### src/rtl/maclaurin_odd_eval.sv
// maclaurin_odd_eval
//   Sequential evaluator of an odd Maclaurin series
//      y = sum_{k=0}^{N_TERMS-1} C_k * x^(2k+1)
//   The series is evaluated on |x|, and the sign is applied once at the end,
//   so the result is bit-exactly odd. Coefficients come from an external
//   combinational LUT addressed by coef_addr.
//
//   state | meaning
//   IDLE  | wait for start, latch sign and magnitude of x_in
//   SQ    | xsq = x^2, term = |x|, clear accumulator
//   MAC   | one coefficient per cycle: acc += C_k*term, term *= xsq
//   FIN   | apply sign, saturate to DATA_W, pulse done
//
// Ports
//   clk, rst          : clock, asynchronous active-high reset
//   start, x_in       : request and signed operand (sampled in IDLE only)
//   coef_addr         : registered coefficient address
//   coef_data         : signed coefficient C_k for coef_addr
//   busy, done        : busy from accept until done; done is a 1-cycle pulse
//   result, ovf       : saturated signed result and its saturation flag
module maclaurin_odd_eval #(
    parameter int DATA_W  = 18,
    parameter int FRAC_W  = 16,
    parameter int COEF_W  = 18,
    parameter int N_TERMS = 8,
    parameter int ADDR_W  = 3,
    parameter int GUARD_W = 4
) (
    input  logic              clk,
    input  logic              rst,
    input  logic              start,
    input  logic [DATA_W-1:0] x_in,
    output logic [ADDR_W-1:0] coef_addr,
    input  logic [COEF_W-1:0] coef_data,
    output logic              busy,
    output logic              done,
    output logic [DATA_W-1:0] result,
    output logic              ovf
);

    localparam int ACC_W = DATA_W + GUARD_W;
    localparam int MAG_W = DATA_W + 1;
    localparam int K_W   = 5;
    localparam int PR_W  = COEF_W + MAG_W + 1;

    localparam logic [DATA_W-1:0]       ONE_D    = 1;
    localparam logic [DATA_W-1:0]       MOST_NEG = {1'b1, {(DATA_W-1){1'b0}}};
    localparam logic [MAG_W-1:0]        MAG_CLMP = {2'b00, {(DATA_W-1){1'b1}}};
    localparam logic [MAG_W-1:0]        MAG_MAX  = {MAG_W{1'b1}};
    localparam logic [ACC_W-1:0]        ACC_MAX  = {1'b0, {(ACC_W-1){1'b1}}};
    localparam logic [ACC_W-1:0]        ACC_MIN  = {1'b1, {(ACC_W-1){1'b0}}};
    localparam logic signed [ACC_W:0]   SAT_MAX  = {{(ACC_W-DATA_W+2){1'b0}}, {(DATA_W-1){1'b1}}};
    localparam logic signed [ACC_W:0]   SAT_MIN  = {{(ACC_W-DATA_W+2){1'b1}}, {(DATA_W-1){1'b0}}};
    localparam logic [K_W-1:0]          K_LAST   = K_W'(N_TERMS - 1);
    localparam logic [K_W-1:0]          K_ONE    = 1;

    typedef enum logic [1:0] {S_IDLE, S_SQ, S_MAC, S_FIN} state_t;

    state_t                   state_q;
    logic                     sign_q;
    logic [MAG_W-1:0]         mag_q;
    logic [MAG_W-1:0]         xsq_q;
    logic [MAG_W-1:0]         term_q;
    logic signed [ACC_W-1:0]  acc_q;
    logic [K_W-1:0]           k_q;
    logic [ADDR_W-1:0]        coef_addr_q;
    logic                     busy_q;
    logic                     done_q;
    logic [DATA_W-1:0]        result_q;
    logic                     ovf_q;

    logic [DATA_W-1:0]        x_abs;
    logic [MAG_W-1:0]         mag_d;
    logic [2*MAG_W-1:0]       sq_full;
    logic [2*MAG_W-1:0]       sq_sh;
    logic [MAG_W-1:0]         xsq_d;
    logic [2*MAG_W-1:0]       tp_full;
    logic [2*MAG_W-1:0]       tp_sh;
    logic [MAG_W-1:0]         term_d;
    logic signed [PR_W-1:0]   prod_full;
    logic signed [PR_W-1:0]   prod_sh;
    logic [ACC_W-1:0]         prod_d;
    logic [ACC_W:0]           sum_d;
    logic [ACC_W-1:0]         acc_d;
    logic signed [ACC_W:0]    acc_ext;
    logic signed [ACC_W:0]    v_d;
    logic [DATA_W-1:0]        result_d;
    logic                     ovf_d;

    always_comb begin
        // |x_in|; the most negative code has no positive twin and is clamped
        x_abs = x_in[DATA_W-1] ? (~x_in + ONE_D) : x_in;
        if (x_in == MOST_NEG) begin
            mag_d = MAG_CLMP;
        end else begin
            mag_d = {1'b0, x_abs};
        end

        sq_full = mag_q * mag_q;
        sq_sh   = sq_full >> FRAC_W;
        xsq_d   = (|sq_sh[2*MAG_W-1:MAG_W]) ? MAG_MAX : sq_sh[MAG_W-1:0];

        // Odd powers of |x| > 1 outgrow MAG_W bits; they saturate instead of wrapping
        tp_full = term_q * xsq_q;
        tp_sh   = tp_full >> FRAC_W;
        term_d  = (|tp_sh[2*MAG_W-1:MAG_W]) ? MAG_MAX : tp_sh[MAG_W-1:0];

        prod_full = $signed(coef_data) * $signed({1'b0, term_q});
        prod_sh   = prod_full >>> FRAC_W;
        if (prod_sh[PR_W-1:ACC_W-1] == {(PR_W-ACC_W+1){1'b0}} ||
            prod_sh[PR_W-1:ACC_W-1] == {(PR_W-ACC_W+1){1'b1}}) begin
            prod_d = prod_sh[ACC_W-1:0];
        end else begin
            prod_d = prod_sh[PR_W-1] ? ACC_MIN : ACC_MAX;
        end

        // Saturating accumulate: large operands with saturated terms must not wrap
        sum_d = {acc_q[ACC_W-1], acc_q} + {prod_d[ACC_W-1], prod_d};
        if (sum_d[ACC_W] != sum_d[ACC_W-1]) begin
            acc_d = sum_d[ACC_W] ? ACC_MIN : ACC_MAX;
        end else begin
            acc_d = sum_d[ACC_W-1:0];
        end

        acc_ext = {acc_q[ACC_W-1], acc_q};
        v_d     = sign_q ? -acc_ext : acc_ext;
        ovf_d   = 1'b0;
        if (v_d > SAT_MAX) begin
            result_d = {1'b0, {(DATA_W-1){1'b1}}};
            ovf_d    = 1'b1;
        end else if (v_d < SAT_MIN) begin
            result_d = {1'b1, {(DATA_W-1){1'b0}}};
            ovf_d    = 1'b1;
        end else begin
            result_d = v_d[DATA_W-1:0];
        end
    end

    always_ff @(posedge clk or posedge rst) begin
        if (rst) begin
            state_q     <= S_IDLE;
            sign_q      <= 1'b0;
            mag_q       <= '0;
            xsq_q       <= '0;
            term_q      <= '0;
            acc_q       <= '0;
            k_q         <= '0;
            coef_addr_q <= '0;
            busy_q      <= 1'b0;
            done_q      <= 1'b0;
            result_q    <= '0;
            ovf_q       <= 1'b0;
        end else begin
            case (state_q)
                S_IDLE: begin
                    done_q <= 1'b0;
                    if (start) begin
                        sign_q      <= x_in[DATA_W-1];
                        mag_q       <= mag_d;
                        coef_addr_q <= '0;
                        busy_q      <= 1'b1;
                        state_q     <= S_SQ;
                    end
                end
                S_SQ: begin
                    xsq_q   <= xsq_d;
                    term_q  <= mag_q;
                    acc_q   <= '0;
                    k_q     <= '0;
                    state_q <= S_MAC;
                end
                S_MAC: begin
                    acc_q  <= acc_d;
                    term_q <= term_d;
                    if (k_q == K_LAST) begin
                        coef_addr_q <= '0;
                        state_q     <= S_FIN;
                    end else begin
                        coef_addr_q <= ADDR_W'(k_q + K_ONE);
                        k_q         <= k_q + K_ONE;
                    end
                end
                S_FIN: begin
                    result_q <= result_d;
                    ovf_q    <= ovf_d;
                    done_q   <= 1'b1;
                    busy_q   <= 1'b0;
                    state_q  <= S_IDLE;
                end
                default: state_q <= S_IDLE;
            endcase
        end
    end

    assign coef_addr = coef_addr_q;
    assign busy      = busy_q;
    assign done      = done_q;
    assign result    = result_q;
    assign ovf       = ovf_q;

endmodule

### config.mk
export PLATFORM = sky130hd
export DESIGN_NAME = maclaurin_odd_eval
export DESIGN_NICKNAME = d
export VERILOG_FILES = /design/src/rtl/maclaurin_odd_eval.sv
export SDC_FILE = /design/constraint.sdc
export NUM_CORES = 2
export LEC_CHECK = 0
export BUFFER_PORTS_ARGS = -buffer_cell sky130_fd_sc_hd__buf_2
export CAP_MARGIN = 25
export CORE_ASPECT_RATIO = 0.6
export CORE_MARGIN = 4
export CORE_UTILIZATION = 65
export DETAILED_ROUTE_END_ITERATION = 7
export GPL_TIMING_DRIVEN = 0
export PLACE_DENSITY_LB_ADDON = 0.2
export SLEW_MARGIN = 20
export SYNTH_ARGS = -nofsm -noshare
export SYNTH_HDL_FRONTEND = slang
export SYNTH_SLANG_ARGS = --single-unit
export TNS_END_PERCENT = 50
### constraint.sdc
create_clock -name clk -period 9.5 [get_ports clk]
set_clock_uncertainty 0.05 [all_clocks]
set_input_delay 1.9 -clock clk [delete_from_list [all_inputs] [get_ports clk]]
set_output_delay 1.9 -clock clk [all_outputs]
set_load 0.01 [all_outputs]
==> summary.txt <==
DRT antenna net count = 0
Outcome = completed
Die area = 62,800 µm²
Worst hold endpoint = coef_addr[1]
Worst-path clk slew = 90 ps
Dominant cell type by area after synthesis = fa_1
Final Hold Viols = 0
Cells on worst reg2reg path = 32
Reg2reg end = acc_q[4]
Yosys top cell area share = 0.409
Final min period = 9410 ps
Synth Area per Inst = 8.93 µm²
Placed Area = 39,500 µm²
Max Buffers Root-to-Sink = 2
Crit-path most repeated cell = fa_1
RSZ-0062 raised after global routing = yes
Remaining routing DRC violations = 0
PnR worst setup slack = 89.2 ps
Most frequent cells in the layout = inv_1 (1,026), fa_1 (778), nand2_1 (556)
Share of cells above drive strength 1 = 0.0691
Drt wl/cell = 21.5 µm
Period utilization = 0.991
R2r startpoint = term_q[14]
Worst Max-Slew Pin Slew = 1120 ps
CP Data Arrival Time = 9630 ps
Pre-CTS setup slack = -1910 ps
Final setup fails = 0
Die Wd = 321 µm
Max incr delay on CP = 800 ps
Final cell count without fillers = 5,155
Pin count of the biggest net entering global routing = 65
Nets = 5,605
FP Rows = 68
CP Launch Type = flip-flop
Vias per cell = 5.79
Critical path class = flip-flop to flip-flop
Worst path slowest cell = clkbuf_1
GRT Overall Usage = 0.364
Reg-to-reg slack, setup = 90 ps
Root Buffer = clkbuf_16
TritonCTS clock tree = done
Via count = 29,900
Layout area overhead = 6.99%
Hold Startpoint = coef_addr[1]
Post-Syn Nets = 5,501
Yosys warnings = 0
Worst-Skew Late Latency = 390 ps
Post-synth EDFFs = 0
Total gr overflow = 0
Fin area = 40,900 µm²
Initial DRC count = 3,064
Vias in the first global route = 30,600
Achievable Freq = 0.106 GHz
Placed Cells incl. Taps = 5,105
Hold-fix buffers at CTS = 0
Top cells by area, synth = fa_1 (41%), ha_1 (13%), inv_1 (10%), dfrtp_1 (7.2%), and2_1 (5.7%)
First-pass GRT wire length = 175,000 µm
Maximum net fanout on the critical path = 11
Initial Util = 0.660
Worst setup EP type = flip-flop
Top Ports = 63
Sequential share of the synthesized area = 0.0721
Ys async rst share = 1.00
Final WL = 111,000 µm
Die Y = 196 µm
Number of diodes = 0
Cells after Synth = 4,276
Top FF cell, synth = dfrtp_1
Max-slew violation count = 0
Flops & latches, synth = 110
HP Class = flip-flop to flip-flop
Core ar. = 57,900 µm²
Clk sinks = 110
Port Buffers = 58
Worst relative slew slack = 0.251
Hold path depth = 2
RePlAce Congestion = 1.00
Unique masters post-synth = 106
Post-DP HPWL = 92,100 µm
H-tree depth = 3
Antenna violations before repair = 10
Max Cap Viol = 0
Filler cells = 4,546
Clock buffer count from CTS = 9
Pre-Repair DR Iteration Count = 5
Most common cell after layout, fill and taps aside = inv_1
CP Data Required Time = 9720 ps
Synth Cell Area = 38,200 µm²
[synth_stat cells (5+ instances only)]
cell type and instances:
xnor2_1 60, nor4_1 6, a31oi_1 20, nand3b_1 6, a311oi_1 5, o21ai_1 16, o21bai_1 14, a21o_1 31
fa_1 780, nor4_2 8, ha_1 406, o21ai_0 70, and3_1 9, a211o_1 6, and2_1 351, nor2_1 125
nor2b_1 21, dfrtp_1 110, a211oi_1 7, nand4_1 15, a21oi_1 87, o22ai_1 13, o221ai_1 14, nor3_1 21
nand3_1 19, o211ai_1 7, o2bb2ai_1 17, inv_1 1029, a41oi_1 5, or3_1 6, xor2_1 57, nand2_1 559
buf_2 8, o22ai_2 10, clkbuf_1 173, o21a_1 15, o31ai_1 10, o22a_1 14, nand2b_1 25, buf_6 6
[stage by stage]
stage | utilization | TNS [ps] | hold WS [ps]
2_1_floorplan | - | 0 | 409
3_3_place_gp | 0.682 | -35530 | 413
3_5_place_dp | 0.683 | -38150 | 415
4_1_cts | 0.696 | 0 | 433
5_1_grt | 0.706 | -2700 | 457
6_report | 0.706 | 0 | 426
[layer usage]
| metal | vias to the layer above | share of wire | global-route usage |
|---|---|---|---|
| met4 | 12 | 0.028 | 0.0775 |
| li1 | 13100 | - | - |
| met3 | 203 | 0.16 | 0.154 |
| met1 | 14600 | 0.43 | 0.551 |
| met5 | - | 0.0013 | 0 |
| met2 | 1884 | 0.38 | 0.485 |
[repair_timing]
action,4_1_cts,5_1_grt
gates resized for setup,92,116
setup endpoints to repair,22,22
setup buffers,14,22
cloned,2,2
pin swaps,19,52
[registers in the layout (all words and copies together), names as in the netlist]
register,count
acc_q,22
term_q,19
xsq_q,19
mag_q,18
result,18
k_q,5
coef_addr,3
state_q,2
busy,1
done,1
ovf,1
sign_q,1
[logic make-up after synthesis]
logic type	synth area share
multiplexers	0.00138
adder cells (fa/ha/maj)	0.542
AND/OR/NAND/NOR	0.154
flip-flops	0.0721
XOR/XNOR	0.0268
buffers and inverters	0.123
AO/OA/AOI/OAI	0.0811
[worst max path at each step]
stage / cells after the start / endpoint / from
global placement: 32 / acc_q[13] / coef_data[4]
finish: 32 / acc_q[4] / term_q[14]
CTS: 33 / acc_q[4] / coef_data[8]
detailed placement: 32 / acc_q[17] / coef_data[4]
floorplan: 31 / acc_q[4] / coef_data[3]
global route: 31 / acc_q[4] / coef_data[11]
[layout make-up]
| type | count | area, µm² | area share |
|---|---|---|---|
| buffer | 189 | 945 | 0.0231 |
| tap | 770 | 963 | 0.0236 |
| multi-input combinational | 2941 | 31300 | 0.767 |
| clock buffer | 10 | 229 | 0.00560 |
| sequential | 110 | 2750 | 0.0673 |
| inverter | 1031 | 3870 | 0.0948 |
| timing repair buffer | 98 | 704 | 0.0172 |
| clock inverter | 6 | 62.6 | 0.00153 |
[worst max-delay path, delay by kind of cell, from the launching register on]
kind                     cells  cell delay, ps
AO/OA/AOI/OAI               12            2270
flip-flops                   1             380
buffers and inverters        7            1970
adder cells (fa/ha/maj)      8            3760
AND/OR/NAND/NOR              4             690
XOR/XNOR                     1             150
Power is left out: the tool's default activity adds up to more than one toggle a clock period on the data nets, which glitch-free logic cannot reach.
